<file path="src/rtl/result_reader_pkg.sv">
// result_reader_pkg: shared types and sizing helpers for the result readback path.
//   state_e        - readback FSM state encoding (3 bits, 6 states)
//   bytes_per_word - bytes carried by one SRAM word
//   cnt_w          - width of a counter that must hold the value n
package result_reader_pkg;

    typedef enum logic [2:0] {
        S_IDLE,
        S_REQ,
        S_WAIT,
        S_SEND,
        S_NEXT,
        S_FIN
    } state_e;

    function automatic int bytes_per_word(input int data_w);
        return data_w / 8;
    endfunction

    function automatic int cnt_w(input int n);
        return (n < 1) ? 1 : $clog2(n + 1);
    endfunction

    // Sizing for the default configuration.
    localparam int DEF_DATA_W     = 32;
    localparam int DEF_NUM_WORDS  = 16;
    localparam int DEF_RY_TIMEOUT = 15;
    localparam int BYTES_PER_WORD = bytes_per_word(DEF_DATA_W);
    localparam int WCNT_W         = cnt_w(DEF_NUM_WORDS);
    localparam int TO_W           = cnt_w(DEF_RY_TIMEOUT);

endpackage

</file>
<file path="src/rtl/result_reader_word_serializer.sv">
// result_reader_word_serializer: turns one SRAM word into a LSB-first byte stream.
//   clk, rst      - clock, synchronous active-low reset
//   load_i/word_i - capture a new word (starts a fresh byte sequence)
//   dout_o, dout_valid_o, dout_ready_i - valid/ready byte stream
//   last_o        - high in the cycle the final byte of the word transfers
module result_reader_word_serializer
    import result_reader_pkg::*;
#(
    parameter int DATA_W = 32
) (
    input  logic              clk,
    input  logic              rst,
    input  logic              load_i,
    input  logic [DATA_W-1:0] word_i,
    output logic [7:0]        dout_o,
    output logic              dout_valid_o,
    input  logic              dout_ready_i,
    output logic              last_o
);
    localparam int BPW  = bytes_per_word(DATA_W);
    localparam int BC_W = cnt_w(BPW - 1);

    logic [DATA_W-1:0] shift_q;
    logic [BC_W-1:0]   byte_cnt_q;
    logic              valid_q;
    logic              xfer;

    assign xfer         = valid_q & dout_ready_i;
    assign last_o       = xfer && (byte_cnt_q == BC_W'(BPW - 1));
    assign dout_o       = shift_q[7:0];
    assign dout_valid_o = valid_q;

    // Shift only on a transfer, so the byte on dout_o is held under backpressure.
    always_ff @(posedge clk) begin
        if (!rst) begin
            shift_q    <= '0;
            byte_cnt_q <= '0;
            valid_q    <= 1'b0;
        end else if (load_i) begin
            shift_q    <= word_i;
            byte_cnt_q <= '0;
            valid_q    <= 1'b1;
        end else if (xfer) begin
            shift_q <= shift_q >> 8;
            if (last_o) begin
                byte_cnt_q <= '0;
                valid_q    <= 1'b0;
            end else begin
                byte_cnt_q <= byte_cnt_q + 1'b1;
            end
        end
    end

endmodule

</file>
<file path="src/rtl/result_reader.sv">
// result_reader: reads NUM_WORDS result words from SRAM starting at base_addr and
// streams them out as bytes (LSB first per word).
//   clk, rst              - clock, synchronous active-low reset
//   start, base_addr      - begin a readback (accepted only when idle)
//   cs_n, we_n, address   - SRAM control (registered; we_n is always high)
//   ry, read_data         - SRAM ready and read data
//   dout, dout_valid, dout_ready - output byte stream
//   busy, done, err       - status: busy window, end pulse, sticky ry timeout
module result_reader
    import result_reader_pkg::*;
#(
    parameter int ADDR_W     = 8,
    parameter int DATA_W     = 32,
    parameter int NUM_WORDS  = 16,
    parameter int RY_TIMEOUT = 15
) (
    input  logic              clk,
    input  logic              rst,
    input  logic              start,
    input  logic [ADDR_W-1:0] base_addr,
    output logic              cs_n,
    output logic              we_n,
    output logic [ADDR_W-1:0] address,
    input  logic              ry,
    input  logic [DATA_W-1:0] read_data,
    output logic [7:0]        dout,
    output logic              dout_valid,
    input  logic              dout_ready,
    output logic              busy,
    output logic              done,
    output logic              err
);
    localparam int WC_W = cnt_w(NUM_WORDS);
    localparam int TO_W = cnt_w(RY_TIMEOUT);

    state_e            state_q;
    logic [ADDR_W-1:0] addr_q;
    logic [WC_W-1:0]   word_cnt_q;
    logic [TO_W-1:0]   to_cnt_q;
    logic              cs_n_q, busy_q, done_q, err_q;
    logic              load, last;

    assign load    = (state_q == S_WAIT) && ry;
    assign cs_n    = cs_n_q;
    assign we_n    = 1'b1;
    assign address = addr_q;
    assign busy    = busy_q;
    assign done    = done_q;
    assign err     = err_q;

    result_reader_word_serializer #(.DATA_W(DATA_W)) u_ser (
        .clk          (clk),
        .rst          (rst),
        .load_i       (load),
        .word_i       (read_data),
        .dout_o       (dout),
        .dout_valid_o (dout_valid),
        .dout_ready_i (dout_ready),
        .last_o       (last)
    );

    // cs_n is set alongside each transition into/out of the SRAM access window
    // so it is low exactly for the REQ and WAIT cycles.
    always_ff @(posedge clk) begin
        if (!rst) begin
            state_q    <= S_IDLE;
            addr_q     <= '0;
            word_cnt_q <= '0;
            to_cnt_q   <= '0;
            cs_n_q     <= 1'b1;
            busy_q     <= 1'b0;
            done_q     <= 1'b0;
            err_q      <= 1'b0;
        end else begin
            done_q <= 1'b0;
            case (state_q)
                S_IDLE: if (start) begin
                    addr_q     <= base_addr;
                    word_cnt_q <= '0;
                    err_q      <= 1'b0;
                    busy_q     <= 1'b1;
                    cs_n_q     <= 1'b0;
                    state_q    <= S_REQ;
                end
                S_REQ: begin
                    to_cnt_q <= '0;
                    state_q  <= S_WAIT;
                end
                S_WAIT: begin
                    if (ry) begin
                        cs_n_q  <= 1'b1;
                        state_q <= S_SEND;
                    end else if (to_cnt_q == TO_W'(RY_TIMEOUT - 1)) begin
                        // Abandon the whole readback; nothing of this word is sent.
                        err_q   <= 1'b1;
                        cs_n_q  <= 1'b1;
                        done_q  <= 1'b1;
                        state_q <= S_FIN;
                    end else begin
                        to_cnt_q <= to_cnt_q + 1'b1;
                    end
                end
                S_SEND: if (last) state_q <= S_NEXT;
                S_NEXT: begin
                    word_cnt_q <= word_cnt_q + 1'b1;
                    addr_q     <= addr_q + 1'b1;
                    if (word_cnt_q == WC_W'(NUM_WORDS - 1)) begin
                        done_q  <= 1'b1;
                        state_q <= S_FIN;
                    end else begin
                        cs_n_q  <= 1'b0;
                        state_q <= S_REQ;
                    end
                end
                S_FIN: begin
                    busy_q  <= 1'b0;
                    state_q <= S_IDLE;
                end
                default: state_q <= S_IDLE;
            endcase
        end
    end

endmodule
</file>
<file path="config.mk">
export PLATFORM = sky130hd
export DESIGN_NAME = result_reader
export DESIGN_NICKNAME = d
export VERILOG_FILES = /design/src/rtl/result_reader_pkg.sv /design/src/rtl/result_reader_word_serializer.sv /design/src/rtl/result_reader.sv
export SDC_FILE = /design/constraint.sdc
export NUM_CORES = 1
export LEC_CHECK = 0
export ABC_CLOCK_PERIOD_IN_PS = 1400
export CORE_MARGIN = 2
export CORE_UTILIZATION = 35
export DETAILED_ROUTE_END_ITERATION = 6
export SYNTH_ARGS = -nofsm -noshare
export SYNTH_HDL_FRONTEND = slang
export SYNTH_SLANG_ARGS = --single-unit
</file>
<file path="constraint.sdc">
create_clock -name clk -period 1.4 [get_ports clk]
set_input_delay 0.14 -clock clk [delete_from_list [all_inputs] [get_ports clk]]
set_output_delay 0.14 -clock clk [all_outputs]
set_load 0.005 [all_outputs]
</file>
# Word level (Yosys, flattened, before mapping)
# Index checks and enable logic that the tools add are counted.
# Widths: inputs -> output; s select.
# classes
n_addsub,4
n_mul,0
n_div,0
n_lt_le_gt_ge,0
n_eq_ne,15
shifts,0
mux,32
bitwise,2
n_reduce_logical,18
# ops
operator,n
$mux 32,2
$pmux 8 s2,1
$mux 3,5
$pmux 3 s5,1
$mux 1,12
$reduce_bool 2->1,6
$ne 2x2->1 const B,5
$pmux 5 s2,1
$add 8x1->8 const B,1
$mux 4,2
$mux 8,1
$pmux 4 s2,1
$reduce_and 4->1,2
$eq 3x2->1 const B,2
$eq 3x3->1 const B,2
$pmux 1 s2,3
$reduce_and 2->1,3
$reduce_and 3->1,2
$add 5x1->5 const B,1
$eq 5x4->1 const B,1
$mux 5,1
$add 4x1->4 const B,1
$eq 4x4->1 const B,1
$eq 3x1->1 const B,1
12 further kinds,13
# word_totals
register_bits,59
latchBits,0
ramBits,0
rom_bits,0
in_bits,45
out_inout_bits,22
word_cells,82
n_memories,0

# Logic depth before layout (Yosys ltp)
# logic_depth
word_depth,5
depth_mapped,7

# Hierarchy
# A second synthesis with hierarchy kept.
# hier_totals
cells_unflattened,341
area_unflattened_um2,2937.8
# modules_own_cells
module,n_inst,cells_each,area_each_um2
result_reader_word_serializer,1,166,1542.7
result_reader,1,175,1395.1

# Least setup slack after synthesis
# OpenSTA, ideal clock, no wires.
# synth_timing
path_type,reg-to-reg
start,reg to_cnt_q[0]
end,reg to_cnt_q[2]
t_arrival_ns,1.410
slack_ns,-0.132
path_stages_with_launch,7
n_path_buf,0
cell_sequence,dfxtp_1 inv_1 ha_1 a311o_1 nor3_1 xnor2_1 nor2_1
# synth_via
elab_chain_len,4
word_cells_on_any_way,7
cone_classes,add/sub (1); eq/ne (2); mux (3); reduce/logical (1)
# synth_lines
item,line_no,rtl
from (decl),result_reader.sv:39,logic [TO_W-1:0] to_cnt_q;
from (signal assigned),result_reader.sv:100,to_cnt_q <= to_cnt_q + 1'b1;
$add 4x1->4,result_reader.sv:100,
$mux 4,result_reader.sv:93,end else if (to_cnt_q == TO_W'(RY_TIMEOUT - 1)) begin
$mux 4,result_reader.sv:90,if (ry) begin
$pmux 4 s2,result_reader.sv:76,case (state_q)
# Parallel ways exist; a longest one is shown, timed or not. The select of a mux whose other input is x is not followed.
# A chain may end at the register's enable or synchronous reset.

# Final worst setup path
# layout_timing
start,reg to_cnt_q[0]
end,reg state_q[2]
# layout_via
elab_chain_len,3
# layout_lines
item,line_no,rtl
$eq 4x4->1,result_reader.sv:93,
$ne 3x2->1 (no source line),n/a,
$reduce_and 3->1 (no source line),n/a,
to (signal assigned),result_reader.sv:92,state_q <= S_SEND;
to (signal assigned),result_reader.sv:98,state_q <= S_FIN;
to (signal assigned),result_reader.sv:103,S_SEND: if (last) state_q <= S_NEXT;
to (decl),result_reader.sv:36,state_e state_q;
# Every way passes these cells.

==> reports/metrics.cfg <==
[yosys]
synthTopCellsByArea = dfxtp_1, nand3_1, o211a_1, nand2_1, buf_4
yosys-mux-area-fraction_pct = 0.6612
synthSimpleGateAreaFrac_pct = 28.68
synth_cells = 361
syn_nets = 412
synth_area_sq_um = 3028
postSynthAreaPerCell_sq_um = 8.388
synth_top_family_by_area = simple AND/OR/NAND/NOR gates
synth-async-reset-ratio_pct = 0
yosysWarnings = 0
synthXorXnorAreaFrac_pct = 0.2893
synth_enable_flop_cells = 0
synth_adder_area_share_pct = 2.479
ys_types = 50
yosysSeqAreaShare_pct = 39.01
synth_most_common_cell = nand3_1
synth_compound_area_share_pct = 20.74
synth_top_area_cell = dfxtp_1
yosysTopAreaCellShare_pct = 39.01
synth_ff_type = dfxtp_1
synthTopCellsByCount = nand3_1, dfxtp_1, nand2_1
synth_seq_cells = 59

[layout]
fillers = 797
multi_input_area_sq_um = 1723
final_cell_area_sq_um = 4399
syn_to_final_growth_pct = 45.29
drive_above_1_share_pct = 24.18
utilization_pct = 53.01
area.sequential_sq_um = 1211
antennaDiodeCount = 0
layout.nets = 502

[grt]
grt_usage_pct = 16.63
globalRouteOverflowTotal = 0
grtUsageMet3_pct = 5.564
met1_usage_pct = 20.39
antenna_found_initial = 0
grt_pass1_wl_mm = 13.03
grt_max_degree = 59
grt_pass1_vias = 2798
busiest_layer = met2
use_met2_pct = 27.56

[drt]
wl_per_cell_um = 14.23
drc = 0
drt-initial-drc-count = 94
vias_per_cell = 5.159
antenna_left = 0
drt-total-wl_mm = 7.969
dr.pass1.iters = 4
vias = 2889

[timing]
slew_viol_final = 0
final-hold-violation-count = 0
finClkSkew_ns = 0.006608
grt_setup_unrepaired = yes
fmax_mhz = 723.0
final-setup-viol-count = 0
finalCritPeriodShare_pct = 98.79
worst_slack_ns = 0.01694
finalCriticalPeriod_ns = 1.383

[floorplan]
die_y_um = 97.01
num_rows = 33
start_util_pct = 36.48
io_pins = 67
die_area_sq_um = 9411
die_w_um = 97.01
coreArea_sq_um = 8299

[worst_setup_path]
crit_fanout = 6
worstPathRequired_ns = 1.62
crit_type = reg -> reg
end_kind = flop
start_kind = flop
critPathArrivalTime_ns = 1.60

[clock_network]
clock_sinks = 59
root_buffer = clkbuf_8
clock_latency_ns = 0.34
cts_made_buffers = 9
h-tree-depth = 3
holdBufCountCts = 0
path_clk_slew_ns = 0.06
tritoncts = built
cts_buffer_depth = 2

[pwr]
p_leak_nw = 1.955
ir_drop_mv = 0.5399
p_per_area_nw_per_um2 = 1008

[place]
postPlaceCellArea_sq_um = 4018
gp_congestion = 0.8092
port_buffers = 65
post-place-ws_ns = -0.1748
dpl.hpwl_mm = 5.481

[status]
status = completed

[run]
drv_cap = 0

[worst_hold_path]
hp-class = in -> reg

cells in the final DEF (no fill, tap or decap), types with 11 or more instances in the layout:
cell and instances:
buf_4 46, dfxtp_2 12, clkbuf_8 11, nand3_1 65
dfxtp_1 43, o211a_1 25, nand2_1 48, clkdlybuf4s50_1 63
where the power goes:
part	total (mW)	internal [mW]	switching, mW
clock network	1.57	0.908	0.659
logic	0.985	0.559	0.426
registers	1.88	1.79	0.0883
total	4.43	3.26	1.17
timing repair:
item / 4_1_cts / 5_1_grt
pin swaps: 2 / 6
cloned: 0 / 1
setup buffers: 2 / 0
endpoints found under the setup margin: 13 / 58
hold endpoints to repair: 0 / 0
gates resized for setup: 16 / 35
worst max-delay path: stages (launching register included):
cell and delay [ns]:
dfxtp_2 0.33, inv_2 0.04, ha_4 0.15, a311o_2 0.40
nor2_4 0.13, a31oi_2 0.05, nor3b_2 0.16
metal layers:
layer / share of wire [%] / wire length [um]
met2: 49 / 3874
met3: 5.2 / 418
met1: 45 / 3593
met4: 1.0 / 82
met5: 0 / 0
state kept, by name, summed over array words and instances (netlist names), 2 cells and up:
| name | count |
|---|---|
| u_ser.shift_q | 32 |
| address | 8 |
| word_cnt_q | 5 |
| to_cnt_q | 4 |
| state_q | 3 |
| u_ser.byte_cnt_q | 2 |
layout make-up:
type                       instances  share of cell area [%]
clock buffer                      13                   3.612
clock inverter                     2                  0.7964
inverter                           5                  0.4266
multi-input combinational        258                   39.16
sequential                        59                   27.53
tap                              105                   2.986
timing repair buffer             118                   25.48
logic make-up (layout without fill, tap and decap cells):
logic type,after synthesis,count (layout)
xor+xnor,1,1
compound gates,81,81
mux,2,2
buf+inv,44,138
simple gates,167,167
fa+ha+maj,6,6
other cells,1,1
flops,59,59
stage by stage:
step | TNS [ns] | hold slack (ns) | power (mW) | std cells
floorplan | 0 | 0.2849 | 2.363 | 361
finish | 0 | 0.1288 | 4.434 | 560
global placement | -5.066 | 0.4441 | 2.805 | 542
global route | -0.1821 | 0.1188 | 4.672 | 560
detailed placement | -4.763 | 0.4668 | 2.819 | 542
CTS | -0.1518 | 0.1061 | 4.417 | 559
final timing paths:
check	startpoint	cells past startpoint	slack (ns)	to
worst max-delay path	to_cnt_q[0]$_SDFFE_PN0P_	6	0.02	state_q[2]$_SDFFE_PN0P_
worst min register to register	u_ser.shift_q[30]$_SDFFE_PN0P_	2	0.47	u_ser.shift_q[30]$_SDFFE_PN0P_
worst max register to register	to_cnt_q[0]$_SDFFE_PN0P_	6	0.02	state_q[2]$_SDFFE_PN0P_
worst min-delay path	rst	2	0.13	address[5]$_SDFFE_PN0P_
Power figures use the tool's default switching activity.
